File: src/rtl/decoder_pkg.sv
// Shared widths, types and reference decode for the registered 3-to-8 decoder.
// Used by both the RTL and the verification environment.
package decoder_pkg;

    localparam int unsigned IN_W  = 3;
    localparam int unsigned OUT_W = 2 ** IN_W;

    typedef logic [IN_W-1:0]  code_t;
    typedef logic [OUT_W-1:0] onehot_t;

    // Unknown codes never match any index, so they fall through to all-zero.
    function automatic onehot_t onehot_f(input code_t code);
        onehot_t result;
        result = '0;
        for (int unsigned k = 0; k < OUT_W; k++) begin
            if (code == code_t'(k)) begin
                result[k] = 1'b1;
            end
        end
        return result;
    endfunction

endpackage

File: src/rtl/decoder_3to8_onehot_dec.sv
// Purely combinational binary-to-one-hot decode with an all-zero default
// for codes that do not resolve to a valid index.
module onehot_dec #(
    parameter int unsigned IN_W = decoder_pkg::IN_W
) (
    input  logic [IN_W-1:0]      code,
    output logic [2**IN_W-1:0]   onehot
);

    localparam int unsigned OUT_W = 2 ** IN_W;

    // Equality against X/Z yields unknown, so the bit stays at its zero default.
    always_comb begin
        onehot = '0;
        for (int unsigned k = 0; k < OUT_W; k++) begin
            if (code == IN_W'(k)) begin
                onehot[k] = 1'b1;
            end
        end
    end

endmodule

File: src/rtl/decoder_3to8.sv
// Registered binary-to-one-hot decoder: a code accepted while valid is high
// appears one-hot on out one cycle later, with a single-cycle out_valid strobe.
module decoder_3to8 #(
    parameter  int unsigned IN_W  = decoder_pkg::IN_W,
    localparam int unsigned OUT_W = 2 ** IN_W
) (
    input  logic             clk,
    input  logic             rst,
    input  logic             valid,
    input  logic [IN_W-1:0]  in,
    output logic [OUT_W-1:0] out,
    output logic             out_valid
);

    logic [OUT_W-1:0] dec_onehot;

    onehot_dec #(
        .IN_W (IN_W)
    ) u_onehot_dec (
        .code   (in),
        .onehot (dec_onehot)
    );

    // out only moves on an accept; idle cycles hold the last decode.
    always_ff @(posedge clk or negedge rst) begin
        if (!rst) begin
            out <= '0;
        end else if (valid) begin
            out <= dec_onehot;
        end
    end

    always_ff @(posedge clk or negedge rst) begin
        if (!rst) begin
            out_valid <= 1'b0;
        end else begin
            out_valid <= valid;
        end
    end

endmodule

File: config.mk
export PLATFORM = sky130hd
export DESIGN_NAME = decoder_3to8
export DESIGN_NICKNAME = d
export VERILOG_FILES = /design/src/rtl/decoder_pkg.sv /design/src/rtl/decoder_3to8_onehot_dec.sv /design/src/rtl/decoder_3to8.sv
export SDC_FILE = /design/constraint.sdc
export NUM_CORES = 1
export LEC_CHECK = 0
export CAP_MARGIN = 30
export CORE_MARGIN = 3
export CORE_UTILIZATION = 30
export CTS_CLUSTER_DIAMETER = 200
export DETAILED_ROUTE_END_ITERATION = 8
export DONT_BUFFER_PORTS = 1
export PLACE_DENSITY_LB_ADDON = 0.3
export SLEW_MARGIN = 20
export SYNTH_ARGS = -nofsm -noshare
export SYNTH_HDL_FRONTEND = slang
export SYNTH_HIERARCHICAL = 1
export SYNTH_SLANG_ARGS = --single-unit
File: constraint.sdc
create_clock -name clk -period 1 [get_ports clk]
set_input_delay 0.1 -clock clk [delete_from_list [all_inputs] [get_ports clk]]
set_output_delay 0.1 -clock clk [all_outputs]
set_load 0.1 [all_outputs]
# --- Yosys cells after proc, flatten, opt, wreduce, memory -nomap -nowiden ---
# Index checks and enable logic that the tools add are counted.
# W data, S select, Z words.
word_totals:
  ff_bits: 9
  latchBits: 0
  ram_bits: 0
  mem_bits_ro: 0
  inputBits: 6
  output_inout_bits: 9
  elab_cells: 18
  n_memories: 0
op_classes:
  n_addsub: 0
  mul: 0
  div: 0
  magnitude_cmp: 0
  n_eq_ne: 7
  shifts: 0
  muxes: 8
  bitwise_logic: 0
  n_reduce_logical: 1
op_table:
  columns: ["op", "n"]
  rows:
  - ["$eq A3 B3 Y1 const B", 4]
  - ["$mux W1", 8]
  - ["$eq A3 B2 Y1 const B", 2]
  - ["$eq A3 B1 Y1 const B", 1]
  - ["$logic_not A3 Y1", 1]

# --- Depth between registers and ports, before layout ---
# Gate-level depths: netlist of run 1.
depth:
  depth_word: 2
  mapped_depth: 2
  mapped_depth_nobuf: 2

# --- Hierarchy ---
# Netlist of run 1, hierarchy kept.
modules_own_cells:
  columns: ["module", "instances", "cells_each", "area_per_inst_um2", "seq_area_each_um2"]
  rows:
  - ["decoder_3to8", 1, 18, 356.6, 225.2]
  - ["onehot_dec", 1, 8, 65.1, 0.0]

# --- Least setup slack after synthesis of run 1 ---
# Ideal clock, no wire load.
synth_path:
  path_type: "flip-flop to flip-flop"
  start: "reg, netlist name out[0]"
  end: "reg out[0]"
  setup_ns: 0.126
  arrival_time_ns: 1.132
  t_required_ns: 0.874
  path_slack_ns: -0.258
  path_stages_with_launch: 2
  period_less_slack_ns: 1.258
  path_cell_list: "dfrtp_1 > mux2_4"
synth_lines:
  columns: ["element", "line", "text"]
  rows:
  - ["end signal: assignment", "decoder_3to8.sv:29", "out <= dec_onehot;"]
  - ["end: declaration", "decoder_3to8.sv:11", "output logic [OUT_W-1:0] out,"]

# --- Worst setup path in the final report of run 1 ---
layout_path:
  start: "reg out[0]"
  end: "out out[0]"
# No word-level cell between the ends.

==> results of run 1 <==
==> layout make-up <==
class,count,area [sq um]
fillers,95,493.0
flip-flops and latches,9,255.2
repair buffers,15,239.0
multi-input cells,16,185.2
clock buffers,4,26.28
well taps,14,17.52
==> power groups by stage <==
stage | Clock, W | Combinational [W] | Sequential, W
after floorplan | 0 | 0.0000561 | 0.000577
after global placement | 0 | 0.000251 | 0.000417
after detailed placement | 0 | 0.000251 | 0.000419
after CTS | 0.000285 | 0.000325 | 0.000422
after global routing | 0.000308 | 0.000344 | 0.000425
final | 0.000275 | 0.000335 | 0.000422
==> repair_timing <==
action / 4_1_cts / 5_1_grt
setup endpoints to repair: 8 / 8
hold buffers: 3 / 1
setup buffers: 1 / 1
hold endpoints to repair: 12 / 3
resized for setup: 24 / 1
==> synth_stat cells <==
| cell type | instances | share of area, % |
|---|---|---|
| and3_2 | 1 | 1.8 |
| and3b_2 | 3 | 7.1 |
| buf_6 | 1 | 2.7 |
| dfrtp_1 | 9 | 53 |
| mux2_4 | 8 | 28 |
| nor3_1 | 1 | 1.2 |
| nor3b_1 | 3 | 5.3 |
==> worst min-delay path by stage <==
stage,from,endpoint,slack [ps]
after floorplan,rst,out_valid,-200
after CTS,valid,out[4],1
after global placement,rst,out[3],-200
final,valid,out[0],10
after detailed placement,rst,out[3],-200
after global routing,valid,out[1],0.6
==> flip-flops by register name (all words and copies together) (netlist names) <==
signal and cells:
out 8, out_valid 1
==> kinds of logic (layout without fill, tap and decap cells) <==
family                 Yosys count  after routing  share of synthesized area, %
AND/OR/NAND/NOR                  8              8                         15.43
buffers and inverters            1             19                         2.670
flip-flops                       9              9                         53.41
multiplexers                     8              8                         28.49
==> stage by stage <==
step                      util, %  cell area (sq um)  hold WS [ps]  TNS, ps  worst slack [ps]
after floorplan                 -              451.7        -195.6   -214.7            -26.84
after global placement      44.24              538.0        -195.3        0             161.0
after detailed placement    44.24              538.0        -195.3        0             149.6
after CTS                   57.72              701.9         1.007   -171.4            -23.93
after global routing        59.47              723.2        0.6338   -336.0            -51.59
final                       59.47              723.2         12.86   -134.6            -21.95
==> layer usage <==
metal	global-route usage, %	vias up	routed length, um
li1	-	129	-
met1	11.06	133	364
met2	18.58	8	512
met3	3.320	0	47
met4	3.614	0	0
met5	0	-	0
==> impl_metrics.toml, run 1 <==
[sta]
tightest_slew_ps = 412.7
clock.fmax_ghz = 0.9785
slew_violations = 0
setup_ws_ps = -21.95
finalSetupViolations = 8
skew_ps = 0
fin_crit_ps = 1022
slew_headroom_pct = 72.40
post-route-period-util_pct = 102.2
rsz0062_at_grt = "yes"
finalHoldViolations = 0

[power]
total_power_w = 0.001032
internal-power_w = 0.0006913
switching_share_pct = 33.02
seq_power_share_pct = 40.9
pwr_density_cell_nw_per_um2 = 1427
p_switching_w = 0.0003408
power_frac_comb_pct = 32.4
leakage_nw = 0.3190
clkPwrFrac_pct = 26.7
peakVddDrop_mv = 0.8043

[worst_hold_path]
holdPathStages = 1
holdCritPathClass = "in2reg"

[routing]
via_per_inst = 4.655
num_vias = 270
dr.pass1.iters = 2
drc = 0
wire_per_inst_um = 15.95
drt_wl_total_um = 925
ant_nets = 0
drtIter0Drc = 3

[logic_synthesis]
ys_seq_elements = 9
syn_area_sq_um = 421.7
syn_nets = 32
syn-mean-instance-area_sq_um = 16.22
ys_seq_area_share_pct = 53.41
synth_cell_type_count = 7
ys_warn_count = 6
synthCells = 26

[floorplan]
rows = 12
ioPinCount = 15
start_util_pct = 34.67
die_h_um = 43.49
die_w_um = 43.49
die_area_sq_um = 1891
coreArea_sq_um = 1216

[clock_tree]
clk_path_buf_depth = 2
htree_levels = 1
clock_latency_ps = 250
clk_pin_slew_ps = 60
cts_buffers = 3
cts-root-buf = "clkbuf_4"
clock-sinks = 9
cts_tree = "built"

[worst_setup_path]
crit_type = "reg2out"
max_stage_delay_ps = 490
crit_end = "out[0]"
r2r-end = "out[0]"
start_kind = "flop"
cp_max_fo = 2
worstRegToRegCells = 2
critPathArrivalTime_ps = 920
rr_startpoint = "out[0]"
cpLargestDelayFamily = "flip-flops"
crit_slowest_cell = "dfrtp_4"
path_buf_inv = 1
cp-end-kind = "output pin"
path_cells = "buf_12"
cp.depth = 1
crit_path_start = "out[0]"
worstPathRequired_ps = 900
r2r_slack_ps = 10

[global_route]
grt_use_total_pct = 10.26
grt_max_degree = 10
grt_pass1_vias = 299
grt_remaining_overflow = 0
grt_pass1_wl_mm = 1.414
antenna_found_initial = 0

[place]
port_buffers = 0
gp_congestion = 0.7338
dpl.cell_count = 48

[layout]
nets = 51
instances_no_fill = 58
final_common_cell = "buf_12"
mostFrequentLayoutCells = "buf_12 (9), mux2_4 (8), dfrtp_4 (8), dlygate4sd3_1 (4)"
area_growth_pct = 71.51
antenna_cells = 0
drive_gt1_share_pct = 77.27

[flow_run]
drv_cap = 0

[status]
status = "finished with violations"
failed_checks = "setup timing"
No activity file was read; power rests on OpenSTA's default activity.
==> inputs of run 2 (changes only) <==
--- a/config.mk
+++ b/config.mk
@@ -5,12 +5,14 @@
 export SDC_FILE = /design/constraint.sdc
 export NUM_CORES = 1
 export LEC_CHECK = 0
+export ABC_CLOCK_PERIOD_IN_PS = 1000
 export CAP_MARGIN = 30
 export CORE_MARGIN = 3
 export CORE_UTILIZATION = 30
 export CTS_CLUSTER_DIAMETER = 200
 export DETAILED_ROUTE_END_ITERATION = 8
 export DONT_BUFFER_PORTS = 1
+export GPL_ROUTABILITY_DRIVEN = 0
 export PLACE_DENSITY_LB_ADDON = 0.3
 export SLEW_MARGIN = 20
 export SYNTH_ARGS = -nofsm -noshare
==> results of run 2 <==
Same layout as run 1: the final DEF is identical, and so are final timing and power.
==> inputs of run 3 (changes only) <==
--- a/config.mk
+++ b/config.mk
@@ -7,10 +7,10 @@
 export LEC_CHECK = 0
 export ABC_CLOCK_PERIOD_IN_PS = 1000
 export CAP_MARGIN = 30
-export CORE_MARGIN = 3
-export CORE_UTILIZATION = 30
+export CORE_AREA = 3 3 40 42
 export CTS_CLUSTER_DIAMETER = 200
 export DETAILED_ROUTE_END_ITERATION = 8
+export DIE_AREA = 0 0 43 45
 export DONT_BUFFER_PORTS = 1
 export GPL_ROUTABILITY_DRIVEN = 0
 export PLACE_DENSITY_LB_ADDON = 0.3
==> constraint.sdc (replaced) <==
create_clock -name clk -period 1 [get_ports clk]
set_input_delay 0.1 -clock clk [delete_from_list [all_inputs] [get_ports clk]]
set_output_delay 0.1 -clock clk [all_outputs]
set_load 0.01 [all_outputs]
==> run 3 against run 2 <==
  * Combinational power is 83% lower
  * Critical endpoint is now out[5]
  * Sequential cell count unchanged
  * Clock skew stayed put
  * Critical path depth did not move
  * The flow finishes with violations (hold timing)
==> impl_metrics.toml, run 3 (synthesis results as in run 1) <==
[status]
status = "finished with violations"
failed_checks = "hold timing"

[clock_tree]
clk_path_buf_depth = 2
cts-root-buf = "clkbuf_4"
clk_pin_slew_ps = 60
htree_levels = 1
ctsHoldBuffers = 1
clock-sinks = 9
clock_latency_ps = 260
cts_buffers = 3
cts_setup_buffers = 0
cts_tree = "built"
post_cts_resized = 0

[power]
peakVddDrop_mv = 0.7443
pwr_density_cell_nw_per_um2 = 1597
leakage_nw = 0.2321
total_power_w = 0.0007432

[layout]
fillCellCount = 120
final_common_cell = "dfrtp_1"
largest_registers = "out x8, out_valid x1"
nets = 37
area_growth_pct = 10.39
largest_reg_flops = 8
drive_gt1_share_pct = 50.00
final_core_util_pct = 36.22
regMostFlops = "out"
antenna_cells = 0
mostFrequentLayoutCells = "dfrtp_1 (9), mux2_4 (8), clkbuf_4 (3), and3b_2 (3), nor3b_1 (3)"

[routing]
drc = 0
dr.pass1.iters = 4
ant_nets = 0
drtIter0Drc = 2
num_vias = 222
wire_per_inst_um = 16.71
drt_wl_total_um = 752
via_per_inst = 4.933

[sta]
finalSetupTns_ps = 0
post-route-period-util_pct = 82.00
hold_ws_ps = -128.8
fin_crit_ps = 820.0
slew_headroom_pct = 72.75
finalHoldViolations = 5
finalSetupViolations = 0
slew_violations = 0
clock.fmax_ghz = 1.219
tightest_slew_ps = 407.4
rsz0062_at_grt = "no"
skew_ps = 0

[floorplan]
die_area_sq_um = 1935
ioPinCount = 15
rows = 13
start_util_pct = 32.81
die_w_um = 43
die_h_um = 45
coreArea_sq_um = 1285

[worst_setup_path]
critPathArrivalTime_ps = 970
crit_type = "reg2reg"
cp-end-kind = "flop"
worstPathRequired_ps = 1150
max_stage_delay_ps = 420
start_kind = "flop"
crit_slowest_cell = "dfrtp_1"
cp_max_fo = 2
path_cells = "mux2_4"
path_buf_inv = 0
cpLargestDelayFamily = "flip-flops"

[global_route]
grt_pass1_wl_mm = 1.193
met2_usage_pct = 13.17
top_usage_layer = "met2"
antenna_found_initial = 0
grt_max_degree = 10
use_met1_pct = 9.926
grt_pass1_vias = 244
grt_remaining_overflow = 0
grt_use_total_pct = 8.999
use_met3_pct = 6.773

[flow_run]
drv_cap = 0

[place]
port_buffers = 0

[worst_hold_path]
holdCritPathClass = "in2reg"
## run 3: changes by cell type in the layout (fill, tap and decap cells not counted)
cell and change:
buf_6 -1, dfrtp_1 +8, dfrtp_4 -8, buf_4 -1, buf_12 -9, dlygate4sd3_1 -3
## run 3: layout make-up
class / count / area (sq um) / area share (%)
Multi-Input combinational cell: 16 / 185.2 / 39.79
Tap cell: 15 / 18.77 / 4.032
Clock buffer: 4 / 26.28 / 5.645
Sequential cell: 9 / 225.2 / 48.39
Timing Repair Buffer: 1 / 10.01 / 2.151
## run 3: path summary, 6_finish.rpt
check / slack (ps) / from / cells past startpoint / to
max: 180 / out[5] / 1 / out[5]
min: -130 / valid / 0 / out_valid
max reg2reg: 180 / out[5] / 1 / out[5]
min reg2reg: 590 / out[3] / 1 / out[3]
max in group asynchronous: 510 / rst / 1 / out[1]
min in group asynchronous: 200 / rst / 1 / out[6]
## run 3: metrics by stage
stage / instances / hold slack, ps / area, sq um / setup slack (ps)
after CTS: 45 / -135.5 / 465.4 / 167.4
after global placement: 40 / -195.3 / 429.2 / 193.2
after floorplan: 26 / -195.6 / 421.7 / 220.7
after detailed placement: 40 / -195.4 / 429.2 / 175.7
after global routing: 45 / -146.3 / 465.4 / 157.8
final: 45 / -128.8 / 465.4 / 180.0
## run 3: routing by layer
layer,wire length [um],vias to the layer above,part of all wire [%]
li1,-,100,-
met1,290,109,39
met2,362,13,48
met3,99,0,13
met4,0,0,0
met5,0,-,0
## run 3: power by group
| part | internal [W] | switching (W) | leakage, nW |
|---|---|---|---|
| Combinational | 0.0000429 | 0.0000147 | 0.0978 |
| Clock | 0.000153 | 0.000121 | 0.0150 |
| Sequential | 0.000386 | 0.0000258 | 0.119 |
| Total | 0.000582 | 0.000161 | 0.232 |
